**src/rtl/alu_md_if.sv**
```systemverilog
// Request/response bundle for the multi-cycle multiply/divide unit.
// The master side issues M-extension instructions; the slave side is the unit itself.
interface alu_md_if #(
  parameter int XLEN = 32
);
  logic            in_valid;
  logic            in_ready;
  logic [31:0]     inst;
  logic [XLEN-1:0] in1;
  logic [XLEN-1:0] in2;
  logic            out_valid;
  logic            out_ready;
  logic [XLEN-1:0] out;
  logic            out_illegal;

  modport master (
    output in_valid, inst, in1, in2, out_ready,
    input  in_ready, out_valid, out, out_illegal
  );

  modport slave (
    input  in_valid, inst, in1, in2, out_ready,
    output in_ready, out_valid, out, out_illegal
  );
endinterface

```
**src/rtl/alu_md.sv**
```systemverilog
// Multi-cycle RV M-extension unit: shift-add multiply / restoring divide, one bit per cycle,
// with optional single-cycle completion of trivial cases and flush/abort.
module alu_md #(
  parameter int XLEN      = 32,
  parameter bit EARLY_OUT = 1'b1
) (
  input  logic      clk,
  input  logic      rst,
  input  logic      flush,
  alu_md_if.slave   bus
);
  localparam int CW = $clog2(XLEN);
  localparam logic [XLEN-1:0] MIN_INT = {1'b1, {(XLEN-1){1'b0}}};

  typedef enum logic [1:0] {IDLE, CALC, FIX, DONE} state_t;

  state_t          state, state_nx;
  logic [CW-1:0]   cnt;
  logic [XLEN-1:0] acc_hi, acc_lo, b_reg;
  logic [2:0]      f3;
  logic            neg, special;
  logic [XLEN-1:0] out_q;
  logic            ill_q;

  // Decode of the offered instruction.
  logic [2:0]      funct3;
  logic            legal, is_div, a_signed, b_signed, sa, sb;
  logic [XLEN-1:0] mag_a, mag_b, spec_val;
  logic            div_zero, div_ovf, mul_zero, spec_hit, neg_in, accept;
  logic            unused_inst;

  assign funct3      = bus.inst[14:12];
  assign unused_inst = ^{bus.inst[24:15], bus.inst[11:7]};
  assign legal       = (bus.inst[6:0] == 7'b0110011) && (bus.inst[31:25] == 7'b0000001);
  assign is_div      = funct3[2];
  assign a_signed    = is_div ? ~funct3[0] : (funct3[1:0] == 2'b01 || funct3[1:0] == 2'b10);
  assign b_signed    = is_div ? ~funct3[0] : (funct3[1:0] == 2'b01);
  assign sa          = a_signed & bus.in1[XLEN-1];
  assign sb          = b_signed & bus.in2[XLEN-1];
  assign mag_a       = sa ? -bus.in1 : bus.in1;
  assign mag_b       = sb ? -bus.in2 : bus.in2;
  assign div_zero    = is_div && (bus.in2 == '0);
  assign div_ovf     = is_div && !funct3[0] && (bus.in1 == MIN_INT) && (bus.in2 == '1);
  assign mul_zero    = !is_div && ((bus.in1 == '0) || (bus.in2 == '0));
  assign spec_hit    = div_zero || div_ovf || mul_zero;
  // Remainder takes the dividend's sign; quotient and products take the XOR.
  assign neg_in      = (is_div && funct3[1]) ? sa : (sa ^ sb);
  assign accept      = bus.in_valid && (state == IDLE) && !flush;

  always_comb begin
    spec_val = '0;
    if (div_zero)     spec_val = funct3[1] ? bus.in1 : '1;
    else if (div_ovf) spec_val = funct3[1] ? '0 : bus.in1;
  end

  // Iteration datapath.
  logic [XLEN:0]     mul_sum, div_shift, div_diff;
  logic              div_ge;
  logic [2*XLEN-1:0] prod_fix;
  logic [XLEN-1:0]   quo_fix, rem_fix, result;

  assign mul_sum   = {1'b0, acc_hi} + (acc_lo[0] ? {1'b0, b_reg} : '0);
  assign div_shift = {acc_hi, acc_lo[XLEN-1]};
  assign div_ge    = div_shift >= {1'b0, b_reg};
  assign div_diff  = div_shift - {1'b0, b_reg};
  assign prod_fix  = neg ? -{acc_hi, acc_lo} : {acc_hi, acc_lo};
  assign quo_fix   = neg ? -acc_lo : acc_lo;
  assign rem_fix   = neg ? -acc_hi : acc_hi;

  always_comb begin
    result = '0;
    if (special) result = b_reg;
    else begin
      case (f3)
        3'b000:                 result = prod_fix[XLEN-1:0];
        3'b001, 3'b010, 3'b011: result = prod_fix[2*XLEN-1:XLEN];
        3'b100, 3'b101:         result = quo_fix;
        default:                result = rem_fix;
      endcase
    end
  end

  always_comb begin
    state_nx = state;
    case (state)
      IDLE: if (accept) begin
        if (!legal)                     state_nx = DONE;
        else if (spec_hit && EARLY_OUT) state_nx = DONE;
        else                            state_nx = CALC;
      end
      CALC: if (cnt == '0) state_nx = FIX;
      FIX:  state_nx = DONE;
      DONE: if (bus.out_ready) state_nx = IDLE;
      default: state_nx = IDLE;
    endcase
    if (flush) state_nx = IDLE;
  end

  // NOTE: every register here is updated with <= so all of them see pre-edge values,
  // and every one is reset since there is no memory array to leave uninitialised.
  always_ff @(posedge clk or negedge rst) begin
    if (!rst) begin
      state   <= IDLE;
      cnt     <= '0;
      acc_hi  <= '0;
      acc_lo  <= '0;
      b_reg   <= '0;
      f3      <= '0;
      neg     <= 1'b0;
      special <= 1'b0;
      out_q   <= '0;
      ill_q   <= 1'b0;
    end else begin
      state <= state_nx;
      case (state)
        IDLE: if (accept) begin
          f3      <= funct3;
          neg     <= neg_in;
          special <= spec_hit;
          acc_hi  <= '0;
          acc_lo  <= mag_a;
          // A special case parks its answer in the divisor slot; the loop output is ignored.
          b_reg   <= spec_hit ? spec_val : mag_b;
          cnt     <= CW'(XLEN - 1);
          if (!legal) begin
            out_q <= '0;
            ill_q <= 1'b1;
          end else if (spec_hit && EARLY_OUT) begin
            out_q <= spec_val;
            ill_q <= 1'b0;
          end
        end
        CALC: begin
          if (cnt != '0) cnt <= cnt - 1'b1;
          if (f3[2]) begin
            acc_hi <= div_ge ? div_diff[XLEN-1:0] : div_shift[XLEN-1:0];
            acc_lo <= {acc_lo[XLEN-2:0], div_ge};
          end else begin
            acc_hi <= mul_sum[XLEN:1];
            acc_lo <= {mul_sum[0], acc_lo[XLEN-1:1]};
          end
        end
        FIX: begin
          out_q <= result;
          ill_q <= 1'b0;
        end
        default: ;
      endcase
    end
  end

  assign bus.in_ready    = (state == IDLE);
  assign bus.out_valid   = (state == DONE);
  assign bus.out         = out_q;
  assign bus.out_illegal = ill_q;
endmodule

```
**src/flat_wrapper.sv**
```systemverilog
// flat-port wrapper written by rule: the top's interface ports become plain ports
module alu_md_flat 
#(
  parameter int XLEN      = 32,
  parameter bit EARLY_OUT = 1'b1
)
  (clk, rst, flush, bus_in_valid, bus_inst, bus_in1, bus_in2, bus_out_ready, bus_in_ready, bus_out_valid, bus_out, bus_out_illegal);
  alu_md_if #(.XLEN(XLEN)) bus_i ();
  input  logic clk;
  input  logic rst;
  input  logic flush;
  input wire logic [$bits(bus_i.in_valid)-1:0] bus_in_valid;
  input wire logic [$bits(bus_i.inst)-1:0] bus_inst;
  input wire logic [$bits(bus_i.in1)-1:0] bus_in1;
  input wire logic [$bits(bus_i.in2)-1:0] bus_in2;
  input wire logic [$bits(bus_i.out_ready)-1:0] bus_out_ready;
  output wire logic [$bits(bus_i.in_ready)-1:0] bus_in_ready;
  output wire logic [$bits(bus_i.out_valid)-1:0] bus_out_valid;
  output wire logic [$bits(bus_i.out)-1:0] bus_out;
  output wire logic [$bits(bus_i.out_illegal)-1:0] bus_out_illegal;
  assign bus_i.in_valid = bus_in_valid;
  assign bus_i.inst = bus_inst;
  assign bus_i.in1 = bus_in1;
  assign bus_i.in2 = bus_in2;
  assign bus_i.out_ready = bus_out_ready;
  assign bus_in_ready = bus_i.in_ready;
  assign bus_out_valid = bus_i.out_valid;
  assign bus_out = bus_i.out;
  assign bus_out_illegal = bus_i.out_illegal;
  alu_md #(.XLEN(XLEN), .EARLY_OUT(EARLY_OUT)) u_core (.clk(clk), .rst(rst), .flush(flush), .bus(bus_i));
endmodule
```
**config.mk**
```make
export PLATFORM = sky130hd
export DESIGN_NAME = alu_md_flat
export DESIGN_NICKNAME = d
export VERILOG_FILES = /design/src/rtl/alu_md_if.sv /design/src/rtl/alu_md.sv /design/src/flat_wrapper.sv
export SDC_FILE = /design/constraint.sdc
export NUM_CORES = 1
export LEC_CHECK = 0
export CAP_MARGIN = 30
export CORE_MARGIN = 2
export CORE_UTILIZATION = 60
export CTS_CLUSTER_DIAMETER = 100
export DETAILED_ROUTE_END_ITERATION = 8
export PLACE_DENSITY = 0.83
export SLEW_MARGIN = 10
export SYNTH_ARGS = -nofsm -noshare
export SYNTH_HDL_FRONTEND = slang
export SYNTH_SLANG_ARGS = --single-unit
```
**constraint.sdc**
```tcl
create_clock -name clk -period 4.4 [get_ports clk]
set_input_delay 0.88 -clock clk [delete_from_list [all_inputs] [get_ports clk]]
set_output_delay 0.88 -clock clk [all_outputs]
set_load 0.005 [all_outputs]
```
==> run metrics <==
clk sinks=roughly 140; GPL Wtd Cong=1.01; number of buffers created by CTS=17; most common cell in the netlist=nand2_1; detailed-route via count=17100; Cell Area, Synth=15000 um^2; first-pass detailed-route iteration total=9; drt drc=0; CP cell instances=inv_1 > nor2_1 > ha_1 > a211oi_1 > o21ai_0 > o2111ai_1 > nand2_1 > a211oi_1 > o31ai_1 > o41ai_1 > mux2_2 > o31ai_1; Ys Warns=0; EDFF count, synth=0; worst skew pair latency=0.44 ns; Initial Util=0.614; Worst setup EP type=flip-flop; synthesis-stage register bit count=141; worst-case clock buffer depth=2; DR iter-0 viols=2600; Largest stage delay, worst path=0.50 ns; asr flop ratio synth=1.00; I/O pin count=between 100 and 150; layout overhead on the synthesized area=14.8%; leakage power=7.11 nW; I/O Buffers=120; CORE AREA=24500 um^2; root buf cell=clkbuf_16; setup TNS=0 ns; Power Density=roughly 840 nW/um^2; max frequency=246 MHz; main flop type after synthesis=dfrtp_1; post-CTS sizing=0; fin cells=about 2400; Setup violations, final=0; Worst setup SP type=flip-flop; CTS Hold Bufs=0; nets@finish=2286; most frequent cells after synthesis=nand2_1, o21ai_0, a21oi_1, nor2_1, dfrtp_1; # rows=57; final hold vios=0; Die Wd=162 um; crit path time final=4.07 ns; Yosys top cell area share=0.235; Slew Limit Headroom=0.427; dominant cells by area after synthesis=dfrtp_1, o21ai_0, a21oi_1, ha_1, nand2_1; total gr overflow=0; cell total after placement=2412; slowest CP cell=dfrtp_1; Worst-path clk slew=0.07 ns; CP Max Fanout=10; outcome=complete, no violations; DIE HEIGHT=roughly 160 um; antenna viol nets, final=0; Worst Tran Pin Value=0.838 ns; via/cell ratio=6.98; CTS tree=done; Max Cap Violations=0; Max VDD drop=0.000823 V; CP Data Arrival Time=4.42 ns; vias in the first global route=16000; Die Area=26300 um^2; Critical Path RT=4.75 ns; # diodes=0; Synth Net Count=between 2000 and 2500; Yosys cell types=80; DRT Wirelength=57400 um; RSZ-0062 raised after global routing=no; Critical Setup Path Class=reg -> reg; WL/cell=23.5 um; first-pass GRT wire length=89300 um; Final Cycle Share=0.926; layout cell share with drive strength beyond 1=0.0712; Final HPWL DP=43500 um; gr usage total=0.437; Fin Clk Skew=0.0131 ns; Mapped Cells=2042; synthesized area per cell=7.36 um^2; final core utilization=0.706; largest net degree at the start of global routing=88; initial antenna violation count=0; Hold Crit Class=in -> async; CTS H-tree depth=4; setup bufs post-CTS=0; fin. max-slew vios=0; most area-hungry cell type in the Yosys netlist=dfrtp_1; sequential area share after synthesis=0.235
-- routing by layer --
| layer | up-vias | wire (um) | track usage |
|---|---|---|---|
| met5 | - | 0 | 0 |
| met4 | 0 | 3960 | 0.267 |
| met3 | 252 | 6790 | 0.0855 |
| met2 | 1209 | 25100 | 0.678 |
| met1 | 7964 | 21600 | 0.562 |
| li1 | 7637 | - | - |
-- final timing paths --
check	endpoint	start	cells after the start	slack, ns
worst max-delay path	u_core.acc_hi[30]	u_core.acc_lo[0]	12	0.33
worst min-delay path	u_core.state[0]	rst	1	0.45
min in group clk	u_core.bus.out[14]	u_core.bus.out[14]	2	0.48
worst max register to register	u_core.acc_hi[30]	u_core.acc_lo[0]	12	0.33
worst min register to register	u_core.bus.out[14]	u_core.bus.out[14]	2	0.48
max in group asynchronous	u_core.acc_hi[17]	rst	2	3.09
-- cells in the final DEF, fill, tap and decap left out, types with 18 or more instances in the layout --
cell type,netlist,routed
a211oi_1,20,20
a21o_1,30,30
a21oi_1,191,191
a31oi_1,41,40
buf_4,0,66
clkdlybuf4s50_1,0,119
dfrtp_1,141,139
ha_1,76,75
inv_1,79,79
mux2_2,18,18
mux2i_1,41,41
nand2_1,218,218
nand3_1,29,29
nand4_1,35,35
nor2_1,190,189
nor3_1,52,52
nor4_1,20,20
o21ai_0,217,216
o31ai_1,34,34
or4_1,23,23
xnor2_1,88,88
xor2_1,78,78
-- power by group --
part           switching (mW)  internal [mW]  total (mW)
Clock                   0.713          0.813        1.53
Sequential              0.953           1.89        2.84
Combinational            6.26           3.94        10.2
-- metrics by stage --
stage	setup slack, ns	instance area, um^2	total power, mW	hold WS (ns)
detailed placement	0.158	16700	12.6	0.464
finish	0.328	17300	14.6	0.452
global placement	0.227	16700	12.4	0.461
global route	0.207	17300	15.5	0.492
CTS	0.510	17300	14.1	0.479
floorplan	0.779	15000	9.39	0.449
-- cell type report --
cell class,instances,area (um^2)
Sequential cell,141,3530
Tap cell,324,405
Timing Repair Buffer,189,1760
Multi-Input combinational cell,1677,10700
Clock inverter,15,164
Inverter,81,304
Fill cell,2005,7200
Clock buffer,17,425
-- logic make-up (layout without fill, tap and decap cells) --
logic type      count (synthesis)  in the layout  synth area share
simple gates                  649            649             0.203
buf+inv                       224            302            0.0569
flops                         141            141             0.235
fa+ha+maj                      78             78            0.0659
mux                            59             59            0.0408
compound gates                725            725             0.302
xor+xnor                      166            166            0.0967
-- worst max-delay path, delay by kind of cell (launching register included) --
kind / cells / cell delay [ns]
AO/OA/AOI/OAI: 7 / 2.12
flip-flops: 1 / 0.50
AND/OR/NAND/NOR: 2 / 0.40
multiplexers: 1 / 0.38
buffers and inverters: 1 / 0.33
adder cells (fa/ha/maj): 1 / 0.25
(Power assumes the default switching activity.)
